$ cat src/rtl/mpu_sched_pkg.sv
// Shared types and constants for the MPU-6050 read scheduler.
// State encoding, bus widths and the byte substituted for a read that never completes.
package mpu_sched_pkg;

  localparam int SEL_W  = 4;
  localparam int DATA_W = 8;

  localparam logic [DATA_W-1:0] TIMEOUT_FILL = 8'hFF;

  typedef enum logic [2:0] {
    IDLE      = 3'd0,
    WAIT_TICK = 3'd1,
    ISSUE     = 3'd2,
    WAIT_DONE = 3'd3,
    STORE     = 3'd4,
    PUBLISH   = 3'd5
  } state_t;

endpackage

$ cat src/rtl/mpu_tick_gen.sv
// Frame tick generator: counts 0..PERIOD_CYCLES-1 while enabled, pulses tick on the last count.
// Latency: tick is combinational from the count register; no backpressure, held at 0 while disabled.
module mpu_tick_gen #(
  parameter int PERIOD_CYCLES = 100000
) (
  input  logic clk,
  input  logic rst,
  input  logic enable,
  output logic tick
);

  localparam int CNT_W = $clog2(PERIOD_CYCLES);
  localparam logic [CNT_W-1:0] LAST_CNT = CNT_W'(PERIOD_CYCLES - 1);

  logic [CNT_W-1:0] cnt;

  if (PERIOD_CYCLES < 2) begin : g_bad_period
    $error("mpu_tick_gen: PERIOD_CYCLES must be >= 2");
  end

  always_ff @(posedge clk or posedge rst) begin
    if (rst) begin
      cnt <= '0;
    end else if (!enable || cnt == LAST_CNT) begin
      cnt <= '0;
    end else begin
      cnt <= cnt + 1'b1;
    end
  end

  assign tick = enable && (cnt == LAST_CNT);

endmodule

$ cat src/rtl/mpu_read_scheduler.sv
// Periodic register-read sequencer for the MPU-6050 I2C wrapper; publishes double-buffered frames.
// Optional per-read watchdog and timeout_err port enabled by defining MPU_SCHED_TIMEOUT_EN.
module mpu_read_scheduler
  import mpu_sched_pkg::*;
#(
  parameter int NUM_REGS       = 14,
  parameter int FIRST_SEL      = 0,
  parameter int PERIOD_CYCLES  = 100000,
  parameter int TIMEOUT_CYCLES = 50000
) (
  input  logic              clk,
  input  logic              rst,
  input  logic              enable,
  output logic              i2c_en,
  output logic [SEL_W-1:0]  i2c_sel,
  input  logic              i2c_done,
  input  logic [DATA_W-1:0] i2c_data,
  input  logic [SEL_W-1:0]  rd_addr,
  output logic [DATA_W-1:0] rd_data,
  output logic              frame_valid,
  output logic [15:0]       frame_count,
  output logic              overrun,
`ifdef MPU_SCHED_TIMEOUT_EN
  output logic              timeout_err,
`endif
  output logic              busy
);

  localparam logic [SEL_W-1:0] LAST_IDX    = SEL_W'(NUM_REGS - 1);
  localparam logic [SEL_W-1:0] FIRST_SEL_V = SEL_W'(FIRST_SEL);
  localparam logic [SEL_W:0]   NUM_REGS_X  = (SEL_W + 1)'(NUM_REGS);

  if (NUM_REGS < 1 || NUM_REGS > 16 || FIRST_SEL < 0 || FIRST_SEL + NUM_REGS > 16 ||
      TIMEOUT_CYCLES < 1) begin : g_bad_cfg
    $error("mpu_read_scheduler: invalid NUM_REGS/FIRST_SEL/TIMEOUT_CYCLES");
  end

  state_t              state, state_nxt;
  logic                tick;
  logic [SEL_W-1:0]    idx;
  logic [DATA_W-1:0]   shadow [16];
  logic [DATA_W-1:0]   bank   [16];
  logic                rd_done;
  logic [DATA_W-1:0]   rd_byte;
  logic                last_read;

  mpu_tick_gen #(
    .PERIOD_CYCLES(PERIOD_CYCLES)
  ) u_tick_gen (
    .clk   (clk),
    .rst   (rst),
    .enable(enable),
    .tick  (tick)
  );

`ifdef MPU_SCHED_TIMEOUT_EN
  localparam int WD_W = $clog2(TIMEOUT_CYCLES + 1);
  localparam logic [WD_W-1:0] WD_LAST = WD_W'(TIMEOUT_CYCLES - 1);

  logic [WD_W-1:0] wd_cnt;
  logic            wd_expired;

  always_ff @(posedge clk or posedge rst) begin
    if (rst) begin
      wd_cnt      <= '0;
      timeout_err <= 1'b0;
    end else begin
      wd_cnt <= (state == WAIT_DONE) ? wd_cnt + 1'b1 : '0;
      if (wd_expired && !i2c_done) begin
        timeout_err <= 1'b1;
      end
    end
  end

  assign wd_expired = (state == WAIT_DONE) && (wd_cnt == WD_LAST);
  // A real response in the expiry cycle still wins over the fill byte.
  assign rd_done    = (state == WAIT_DONE) && (i2c_done || wd_expired);
  assign rd_byte    = i2c_done ? i2c_data : TIMEOUT_FILL;
`else
  assign rd_done    = (state == WAIT_DONE) && i2c_done;
  assign rd_byte    = i2c_data;
`endif

  assign last_read = (idx == LAST_IDX);

  always_comb begin
    state_nxt = state;
    case (state)
      IDLE:      if (enable) state_nxt = WAIT_TICK;
      WAIT_TICK: begin
        if (!enable)   state_nxt = IDLE;
        else if (tick) state_nxt = ISSUE;
      end
      ISSUE:     state_nxt = WAIT_DONE;
      WAIT_DONE: if (rd_done) state_nxt = STORE;
      STORE: begin
        if (!enable)       state_nxt = IDLE;
        else if (last_read) state_nxt = PUBLISH;
        else               state_nxt = ISSUE;
      end
      PUBLISH:   state_nxt = enable ? WAIT_TICK : IDLE;
      default:   state_nxt = IDLE;
    endcase
  end

  always_ff @(posedge clk or posedge rst) begin
    if (rst) begin
      state       <= IDLE;
      idx         <= '0;
      frame_count <= '0;
      overrun     <= 1'b0;
      for (int i = 0; i < 16; i++) begin
        shadow[i] <= '0;
        bank[i]   <= '0;
      end
    end else begin
      state <= state_nxt;
      if (tick && busy) begin
        overrun <= 1'b1;
      end
      if (state_nxt == IDLE || state_nxt == WAIT_TICK) begin
        idx <= '0;
      end else if (state == STORE && state_nxt == ISSUE) begin
        idx <= idx + 1'b1;
      end
      if (rd_done) begin
        shadow[idx] <= rd_byte;
      end
      // Bank is swapped on entry to PUBLISH so the new frame is readable during the strobe.
      if (state == STORE && state_nxt == PUBLISH) begin
        bank        <= shadow;
        frame_count <= frame_count + 16'd1;
      end
    end
  end

  assign i2c_en      = (state == ISSUE);
  assign i2c_sel     = FIRST_SEL_V + idx;
  assign frame_valid = (state == PUBLISH);
  assign busy        = !(state == IDLE || state == WAIT_TICK);
  assign rd_data     = ({1'b0, rd_addr} < NUM_REGS_X) ? bank[rd_addr] : '0;

endmodule

$ cat config.mk
export PLATFORM = sky130hd
export DESIGN_NAME = mpu_read_scheduler
export DESIGN_NICKNAME = d
export VERILOG_FILES = /design/src/rtl/mpu_sched_pkg.sv /design/src/rtl/mpu_tick_gen.sv /design/src/rtl/mpu_read_scheduler.sv
export SDC_FILE = /design/constraint.sdc
export NUM_CORES = 1
export LEC_CHECK = 0
export CORE_ASPECT_RATIO = 1.2
export CORE_MARGIN = 2
export CORE_UTILIZATION = 60
export CTS_BUF_LIST = sky130_fd_sc_hd__clkbuf_4
export CTS_CLUSTER_SIZE = 40
export DETAILED_ROUTE_END_ITERATION = 12
export PLACE_DENSITY = 0.79
export SLEW_MARGIN = 20
export SYNTH_ARGS = -nofsm -noshare
export SYNTH_HDL_FRONTEND = slang
export SYNTH_SLANG_ARGS = --single-unit
$ cat constraint.sdc
create_clock -name clk -period 15.5 [get_ports clk]
set_clock_uncertainty 0.1 [all_clocks]
set_input_delay 3.1 -clock clk [delete_from_list [all_inputs] [get_ports clk]]
set_output_delay 3.1 -clock clk [all_outputs]
set_load 0.02 [all_outputs]
Yosys cells after proc, flatten, opt, wreduce, memory -nomap -nowiden
Index checks and enable logic that the tools add are counted.
- register bits: 297
- input bits: 16
- output and inout port bits: 32
- logic and storage cells: 88
- $add $sub $neg: 3
- order comparisons: 4
- equal/unequal tests: 10
- multiplexer cells: 18
- bitwise gates (word level): 2
- reductions and logical operators: 14
- operators with widths (operator ; count):
    $bwmux W128 ; 1
    $bmux W8 S4 ; 1
    $demux W8 S4 ; 1
    $mux W8 ; 4
    $mux W3 ; 6
    $pmux W3 S6 ; 1
    $add A17 B1 Y17 const B ; 1
    $eq A17 B17 Y1 const B ; 1
    $mux W17 ; 1
    $add A16 B1 Y16 const B ; 1
    $ge A5 B5 Y1 const B ; 2
    $not A4 Y5 ; 2
    $eq A3 B2 Y1 const B ; 3
    $eq A3 B3 Y1 const B ; 3
    $mux W4 ; 2
    $eq A3 B1 Y1 const B ; 2
    $logic_and A1 B1 Y1 ; 6
    $logic_not A3 Y1 ; 2
    $lt A5 B1 Y1 const B ; 1
    $add A4 B1 Y4 const B ; 1
    $eq A4 B4 Y1 const B ; 1
    $lt A4 B4 Y1 const B ; 1
    $logic_or A1 B1 Y1 ; 3
    $logic_not A1 Y1 ; 2
    2 further kinds ; 2

Depth between registers and ports, before layout
Gate-level depths: netlist (run 1).
- depth after elaboration: 9
- gate-level depth with buffers: 8

Modules after synthesis
Synthesis (run 1) repeated with hierarchy kept, for this count alone.
- cells, all modules: 1034
- area, all modules: 11549.8 um^2
- modules (own cells, without submodules) (module ; times used ; cells an instance ; area each (um^2)):
    mpu_read_scheduler ; 1 ; 944 ; 10639.0
    mpu_tick_gen ; 1 ; 90 ; 910.9

Worst setup path before layout (run 1)
OpenSTA, ideal clock, no wires.
- path kind: input-to-output
- from: input port rd_addr[0]
- to: output port rd_data[0]
- arrival: 4395 ps
- slack: 7905 ps
- stages: 7
- buffers on the path: 3
- cell sequence: buf_4 buf_6 buf_4 mux2i_1 o21ai_0 o21ai_0 a21oi_1
- cells in the longest elaborated chain, start to end: 5
- elaborated cells on any way between the ends: 6
- classes of those cells: 1 x order compare; 4 x mux; 1 x bitwise
- RTL lines (what ; line ; source):
    from (decl) ; mpu_read_scheduler.sv:18 ; input logic [SEL_W-1:0] rd_addr,
    $not A4 Y5 (implied by the code) ; mpu_read_scheduler.sv:141 ; assign rd_data = ({1'b0, rd_addr} < NUM_REGS_X) ? bank[rd_addr] : '0;
    $bmux W8 S4 ; mpu_read_scheduler.sv:141 ;
    $mux W8 (implied by the code) (2 in a row) ; mpu_read_scheduler.sv:141 ;
    $mux W8 (*) ; mpu_read_scheduler.sv:141 ;
    to (decl) ; mpu_read_scheduler.sv:19 ; output logic [DATA_W-1:0] rd_data,
Mark *: on every way between the ends. The rest lies on a longest branch, timed or not. The select of a mux whose other input is x is not followed.

Final worst setup path (run 1)
- from: input port rd_addr[3]
- to: output port rd_data[3]
Same word-level chain as after synthesis.

==> PnR_summary.wiki, run 1 <==
{| class="wikitable"
! Metric !! Value
|-
| Pin count of the biggest net entering global routing || ~100
|-
| Ratio of cells with drive above 1 in the final layout || roughly two fifths
|-
| Arrival @ worst endpoint || slightly below 6 ns
|-
| Register bit count reported by yosys || 265
|-
| H-Tree Level Count || 3
|-
| Max-slew violations || 0
|-
| Fin crit period || 9.09 ns
|-
| Cell chosen for the clock root || clkbuf_4
|-
| Count of cells along the worst hold path || 1
|-
| Global-route met1 utilization || between 20% and 30%
|-
| Via count of the first global-routing pass || roughly 7.5k
|-
| Leakage power figure || 6.65 nW
|-
| Netlist Area Pre-Place || about 12000 um^2
|-
| Number of enable flip-flop cells after synthesis || 0
|-
| Antenna-violating nets left || 0
|-
| Final-layout setup total negative slack || 0 ns
|-
| Net count of the mapped netlist || 811
|-
| Crit-path cells || clkdlybuf4s50_1 -> nand2b_1 -> o21ai_0 -> o21ai_0 -> a21oi_1 -> clkdlybuf4s50_1
|-
| Buffers and inverters on the worst path || 2
|-
| Die area || between 20000 and 25000 um^2
|-
| Min-delay worst type || reg2reg
|-
| Clock tree from TritonCTS || yes
|-
| Relative max-transition margin || 25.8%
|-
| Critical register-to-register path startpoint || idx[1]
|-
| Number of setup buffers added after CTS || 0
|-
| Cell count of the worst reg-to-reg path || 6
|-
| Cell with the largest stage delay on the worst path || clkdlybuf4s50_1
|-
| Drt pass-1 iters || 4
|-
| Overall fraction of global-route tracks in use || 24.2%
|-
| Post-synthesis sequential area ratio || a little under three fifths
|-
| Worst Hold Endpoint || frame_count[15]
|-
| Main flop type after synthesis || dfrtp_1
|-
| # hold bufs at CTS || 0
|-
| Area growth syn-to-layout || 11.6%
|-
| Min-delay src || frame_count[15]
|-
| Standard cell area after detailed placement || between 10000 and 15000 um^2
|-
| DR vias || 6785
|-
| Startpoint types || input port
|-
| Fraction of the cycle the final worst path needs || 58.7%
|-
| Routability cong. || 0.831
|-
| Worst reg2reg setup slack || between 10 and 15 ns
|-
| Kind of cell adding the most delay to the critical path || buffers and inverters
|-
| Final standard cell count with taps included and fillers excluded || about 1.2k
|-
| Fraction of registers with async set or reset after synthesis || 100%
|-
| Slew at the pin closest to its max-slew limit || approximately 1.1 ns
|-
| Unrepaired setup endpoints after global routing || false
|-
| Core footprint || between 15000 and 20000 um^2
|-
| Yosys warnings || 0
|-
| Skew-Pair Late Insertion Delay || around 0.64 ns
|-
| First-pass GRT wire length || 39000 um
|-
| Total congestion overflow after global routing || 0
|-
| Num ports || 48
|-
| Standard-cell rows || 55
|-
| Number of instances in the synthesized netlist || slightly below 800
|-
| DRT Wirelength || approximately 23000 um
|-
| RR Endpoint || bank[32]
|-
| Number of max-cap violations || 0
|-
| Max Fanout on Critical Path || 14
|-
| Count of endpoints failing hold in the final timing report || 0
|-
| Cells after DPL || 1049
|-
| Average via count per standard cell || 5.85
|-
| Max IR drop VDD || just under 0.05 mV
|-
| Busiest layer in global routing || met2
|-
| Synth cell types || 48
|-
| Clock tree buffer depth || 3
|-
| Resized Gates After CTS || 0
|-
| DRC violations left || 0
|-
| Core Util, Final || slightly below 70%
|-
| Starting Density || 61.6%
|-
| CP peak stage delay || about 0.97 ns
|-
| Result of the run || finished, final reports clean
|-
| Number of buffers created by CTS || 69
|-
| # nets final || 886
|-
| CP Capture Type || output pin
|-
| Category of the most critical setup path || in2out
|-
| Clock-pin transition on the worst setup and hold timing paths || 0.06 ns
|-
| Grt met2 use || about two fifths
|-
| Half-perimeter wire length after placement || about 15000 um
|-
| PortBufs || between 40 and 50
|-
| Die span in x || between 100 and 150 um
|-
| Number of clock sinks || roughly 270
|-
| DR iter-0 viols || 385
|-
| Met3 Usage GRT || between 4 and 5%
|-
| Power density over the cells || approximately 100 nW/um^2
|-
| DIE HEIGHT || roughly 160 um
|-
| Max Clock Freq || around 0.11 GHz
|-
| Worst EP required || around 12 ns
|-
| Setup violators final || 0
|-
| Post-Synthesis Mean Instance Area || between 10 and 15 um^2
|-
| Number of antenna violations at the first check in global routing || 1
|-
| Final Instance Area || between 10000 and 15000 um^2
|-
| Average wire per standard cell || roughly 20 um
|}
==> state kept, by name (all words and copies together), names as in the netlist <==
name,flops
frame_count,16
u_tick_gen.cnt,17
overrun,1
idx,4
shadow,112
bank,112
state,3
==> cell usage in the layout (no fill, tap or decap), types with 5 or more instances in the layout <==
cell type          n
a21oi_1            8
and2_1             5
and3_1             5
and4_1             5
clkbuf_4          97
clkdlybuf4s50_1   46
clkinv_1           8
dfrtp_1          265
ha_1               6
inv_1              8
mux2_1             9
mux2_2           153
mux2_4            64
mux2i_1           21
mux4_2            20
nand2_1           16
nand2_2            9
nand3_1           20
nand4_1           11
nor2_1            25
nor2b_1            6
o21ai_0           24
xnor2_1           13
xor2_1            17
==> where the power goes <==
part	total [W]	internal, W	switching, W
Clock	0.000567	0.000302	0.000265
Sequential	0.000694	0.000693	0.00000162
Combinational	0.0000390	0.0000104	0.0000286
Total	0.00130	0.00100	0.000295
==> stage by stage <==
step | setup WS [ns] | hold WS (ns) | total power (W)
after floorplan | 5.00 | 0.348 | 0.000732
after global placement | 6.56 | 0.358 | 0.000745
after detailed placement | 6.47 | 0.360 | 0.000747
after CTS | 6.46 | 0.383 | 0.00132
after global routing | 6.27 | 0.394 | 0.00136
final | 6.41 | 0.384 | 0.00130
==> cell type report <==
cell class	instances	area (um^2)
timing repair buffer	52	510
clock inverter	13	76.3
sequential	265	6630
antenna	1	2.50
inverter	9	41.3
tap	256	320
fill	1301	5920
multi-input combinational	467	4760
clock buffer	97	728
==> cell families (layout without fill, tap and decap cells) <==
| logic type | count (synthesis) | count (layout) | share of synthesized area, % |
|---|---|---|---|
| AO/OA/AOI/OAI | 45 | 45 | 2.22 |
| other | 0 | 1 | 0 |
| XOR/XNOR | 30 | 30 | 2.24 |
| buffers and inverters | 57 | 171 | 2.78 |
| flip-flops | 265 | 265 | 56.6 |
| multiplexers | 267 | 267 | 29.4 |
| AND/OR/NAND/NOR | 119 | 119 | 6.04 |
| adder cells (fa/ha/maj) | 6 | 6 | 0.641 |
==> worst max path at each step <==
stage               start          to  slack (ns)  cells after the start
4_1_cts        rd_addr[3]  rd_data[3]        6.46                      6
3_3_place_gp   rd_addr[3]  rd_data[1]        6.56                      6
5_1_grt        rd_addr[3]  rd_data[3]        6.27                      6
3_5_place_dp   rd_addr[3]  rd_data[3]        6.47                      6
6_report       rd_addr[3]  rd_data[3]        6.41                      6
2_1_floorplan         rst   bank[100]        5.00                      1
==> per-layer routing <==
metal	vias to the layer above	wire, um
li1	3025	-
met1	3543	9700
met2	172	12200
met3	45	1030
met4	0	564
met5	-	0
==> cell usage after synthesis (2+ instances only) <==
| master | n | area (um^2) |
|---|---|---|
| nand3_1 | 20 | 100 |
| dfrtp_1 | 265 | 6630 |
| buf_6 | 9 | 101 |
| nand2_1 | 16 | 60.1 |
| mux2_2 | 153 | 1720 |
| nand3_2 | 2 | 20.0 |
| buf_4 | 7 | 52.6 |
| ha_1 | 6 | 75.1 |
| o22ai_1 | 4 | 25.0 |
| xor2_1 | 17 | 149 |
| mux2_1 | 9 | 101 |
| nand2_2 | 9 | 56.3 |
| buf_1 | 2 | 7.51 |
| nor2b_1 | 6 | 37.5 |
| mux2_4 | 64 | 961 |
| a21oi_1 | 8 | 40.0 |
| o32ai_1 | 4 | 35.0 |
| xnor2_1 | 13 | 114 |
| and3_1 | 5 | 31.3 |
| mux4_2 | 20 | 450 |
| inv_1 | 9 | 33.8 |
| and2_1 | 5 | 31.3 |
| nor2_1 | 25 | 93.8 |
| buf_2 | 14 | 70.1 |
| or3_1 | 2 | 12.5 |
| o21ai_0 | 24 | 120 |
| clkbuf_1 | 16 | 60.1 |
| nand4_1 | 11 | 68.8 |
| mux2i_1 | 21 | 210 |
| and4_1 | 5 | 43.8 |
Note: power is estimated with default switching activity, not from simulation.
==> run 2, diff against run 1 <==
--- a/config.mk
+++ b/config.mk
@@ -7,11 +7,11 @@
 export LEC_CHECK = 0
 export CORE_ASPECT_RATIO = 1.2
 export CORE_MARGIN = 2
-export CORE_UTILIZATION = 60
+export CORE_UTILIZATION = 57
 export CTS_BUF_LIST = sky130_fd_sc_hd__clkbuf_4
 export CTS_CLUSTER_SIZE = 40
 export DETAILED_ROUTE_END_ITERATION = 12
-export PLACE_DENSITY = 0.79
+export PLACE_DENSITY = 0.78
 export SLEW_MARGIN = 20
 export SYNTH_ARGS = -nofsm -noshare
 export SYNTH_HDL_FRONTEND = slang
==> constraint.sdc (replaced) <==
create_clock -name clk -period 7.85 [get_ports clk]
set_clock_uncertainty 0.1 [all_clocks]
set_input_delay 1.57 -clock clk [delete_from_list [all_inputs] [get_ports clk]]
set_output_delay 1.57 -clock clk [all_outputs]
set_load 0.02 [all_outputs]
==> PnR_summary.wiki, run 2 (synthesized netlist as in run 1, its figures left out) <==
{| class="wikitable"
! Metric !! Value
|-
| Number of max-cap violations || 0 (unchanged)
|-
| Core Util, Final || 64.9% (-3.9 points)
|-
| Cell chosen for the clock root || clkbuf_4
|-
| Number of clock sinks || 265 (unchanged)
|-
| Portion of total power attributed to the clock network || 43.8% (+0.2 points)
|-
| Logic gate share of total power || 3.0% (about the same)
|-
| Category of the most critical setup path || in2out
|-
| DIE HEIGHT || 161 um (+2.5%)
|-
| Int Power || 0.00199 W (+98%)
|-
| Max-slew violations || 0 (unchanged)
|-
| Standard-cell rows || 57 (+3.6%)
|-
| Result of the run || finished, final reports clean
|-
| Routability cong. || 0.813 (-2.2%)
|-
| Min-delay worst type || reg2reg
|-
| Setup violators final || 0 (unchanged)
|-
| Most common cell after layout, fill and taps aside || dfrtp_1
|-
| Number of antenna violations at the first check in global routing || 1 (unchanged)
|-
| Power density over the cells || 197 nW/um^2 (+98%)
|-
| Sequential fraction of design power || 53.2% (-0.2 points)
|-
| Largest registers || bank x112, shadow x112, u_tick_gen.cnt x17
|-
| Total congestion overflow after global routing || 0 (unchanged)
|-
| Pin count of the biggest net entering global routing || 164 (+59%)
|-
| Average via count per standard cell || 5.75 (-1.7%)
|-
| Multi-input logic area || 4760 um^2 (unchanged)
|-
| H-Tree Level Count || 3 (unchanged)
|-
| CP Capture Type || output pin
|-
| Arrival @ worst endpoint || 4.28 ns (-1.61 ns)
|-
| Flip-flop and latch area || 6630 um^2 (unchanged)
|-
| Net switching power of the design || 0.000583 W (+98%)
|-
| Final-layout setup total negative slack || 0 ns (unchanged)
|-
| PortBufs || 47 (unchanged)
|-
| Unrepaired setup endpoints after global routing || false
|-
| Final Instance Area || 13100 um^2 (+0.17%)
|-
| First-pass GRT wire length || 38300 um (-2.0%)
|-
| Max IR drop VDD || 0.116 mV (+140%)
|-
| DRT Wirelength || 23400 um (-0.25%)
|-
| DR iter-0 viols || 313 (-19%)
|-
| Standard cell area after detailed placement || 12300 um^2 (+0.10%)
|-
| Resized Gates After CTS || 0 (unchanged)
|-
| # hold bufs at CTS || 0 (unchanged)
|-
| Max Fanout on Critical Path || 14 (unchanged)
|-
| Number of buffers created by CTS || 67 (-2.9%)
|-
| DRC violations left || 0 (unchanged)
|-
| Net switching share of the total power || 22.6% (-0.058 points)
|-
| Starting Density || 58.0% (-3.6 points)
|-
| Drt pass-1 iters || 4 (unchanged)
|-
| Slew at the pin closest to its max-slew limit || 1.08 ns (-0.0330 ns)
|-
| Average wire per standard cell || 20.1 um (-0.76%)
|-
| Startpoint types || input port
|-
| Overall fraction of global-route tracks in use || 22.7% (-1.5 points)
|-
| Relative max-transition margin || 28.0% (+2.2 points)
|-
| Number of setup buffers added after CTS || 0 (unchanged)
|-
| Clock tree from TritonCTS || yes
|-
| DR vias || 6703 (-1.2%)
|-
| Area growth syn-to-layout || 11.8%
|-
| Half-perimeter wire length after placement || 15300 um (+2.5%)
|-
| Max Clock Freq || between 0.15 and 0.2 GHz
|-
| Fin crit period || 5.95 ns
|-
| Antenna-violating nets left || 0 (unchanged)
|-
| Die area || 21700 um^2 (+5.1%)
|-
| Ratio of cells with drive above 1 in the final layout || 40.1% (-0.088 points)
|-
| Via count of the first global-routing pass || 7386 (-2.0%)
|-
| Number of filler cells placed in the layout || 1455 (+12%)
|-
| Fraction of the cycle the final worst path needs || 75.8%
|-
| Worst EP required || 6.18 ns (-6.12 ns)
|-
| Commonest cells after routing, fill and taps aside || 265 x dfrtp_1, 153 x mux2_2, 92 x clkbuf_4
|-
| Skew-Pair Late Insertion Delay || 0.65 ns (about the same)
|-
| Die span in x || 135 um (+2.5%)
|-
| Core footprint || 20200 um^2 (+6.3%)
|-
| Clock-pin transition on the worst setup and hold timing paths || 0.06 ns (about the same)
|-
| # nets final || 884 (-0.23%)
|-
| Leakage power figure || 6.64 nW (-0.13%)
|-
| Count of endpoints failing hold in the final timing report || 0 (unchanged)
|-
| Clock tree buffer depth || 3 (unchanged)
|-
| Num ports || 48 (unchanged)
|}
## run 2: final timing paths
path,slack (ns),endpoint,depth (start not counted),from
setup reg to reg,4.41,bank[35],6,idx[1]
hold reg to reg,0.36,bank[76],1,shadow[76]
max in group asynchronous,5.10,bank[89],4,rst
min in group asynchronous,1.14,shadow[23],2,rst
setup / recovery,1.90,rd_data[3],6,rd_addr[3]
hold / removal,0.36,bank[76],1,shadow[76]
## run 2: cell type report
type	count	share of cell area, %
Antenna cell	1	0.0191
Clock buffer	92	5.28
Clock inverter	15	0.889
Inverter	9	0.287
Multi-Input combinational cell	467	36.3
Sequential cell	265	50.7
Tap cell	265	2.53
Timing Repair Buffer	52	4.00
## run 2: power groups by stage
stage          sequential [W]  clock (W)  combinational [W]
2_1_floorplan         0.00139          0          0.0000513
3_3_place_gp          0.00140          0          0.0000751
3_5_place_dp          0.00140          0          0.0000784
4_1_cts               0.00137    0.00116          0.0000787
5_1_grt               0.00137    0.00124          0.0000867
6_report              0.00137    0.00113          0.0000775
## run 2: layer usage
metal	wire length, um	global-route usage, %	share of wire (%)
met1	9680	28.0	41
met2	12000	38.0	51
met3	985	4.99	4.2
met4	765	10.9	3.3
met5	0	0	0
## run 2: worst max-delay path: stages
cell	delay, ns
clkdlybuf4s50_1	0.93
nand2b_1	0.43
o21ai_0	0.35
o21ai_0	0.14
a21oi_1	0.21
clkdlybuf4s50_1	0.63
## run 2: metrics by stage
stage                     cells  worst slack (ns)  power [W]  hold slack [ns]
after floorplan             789              2.68    0.00145            0.348
after global placement     1057              1.74    0.00147            0.354
after detailed placement   1057              1.62    0.00147            0.363
after CTS                  1164              1.59    0.00261            0.362
after global routing       1166              1.70    0.00269            0.391
final                      1166              1.90    0.00258            0.358
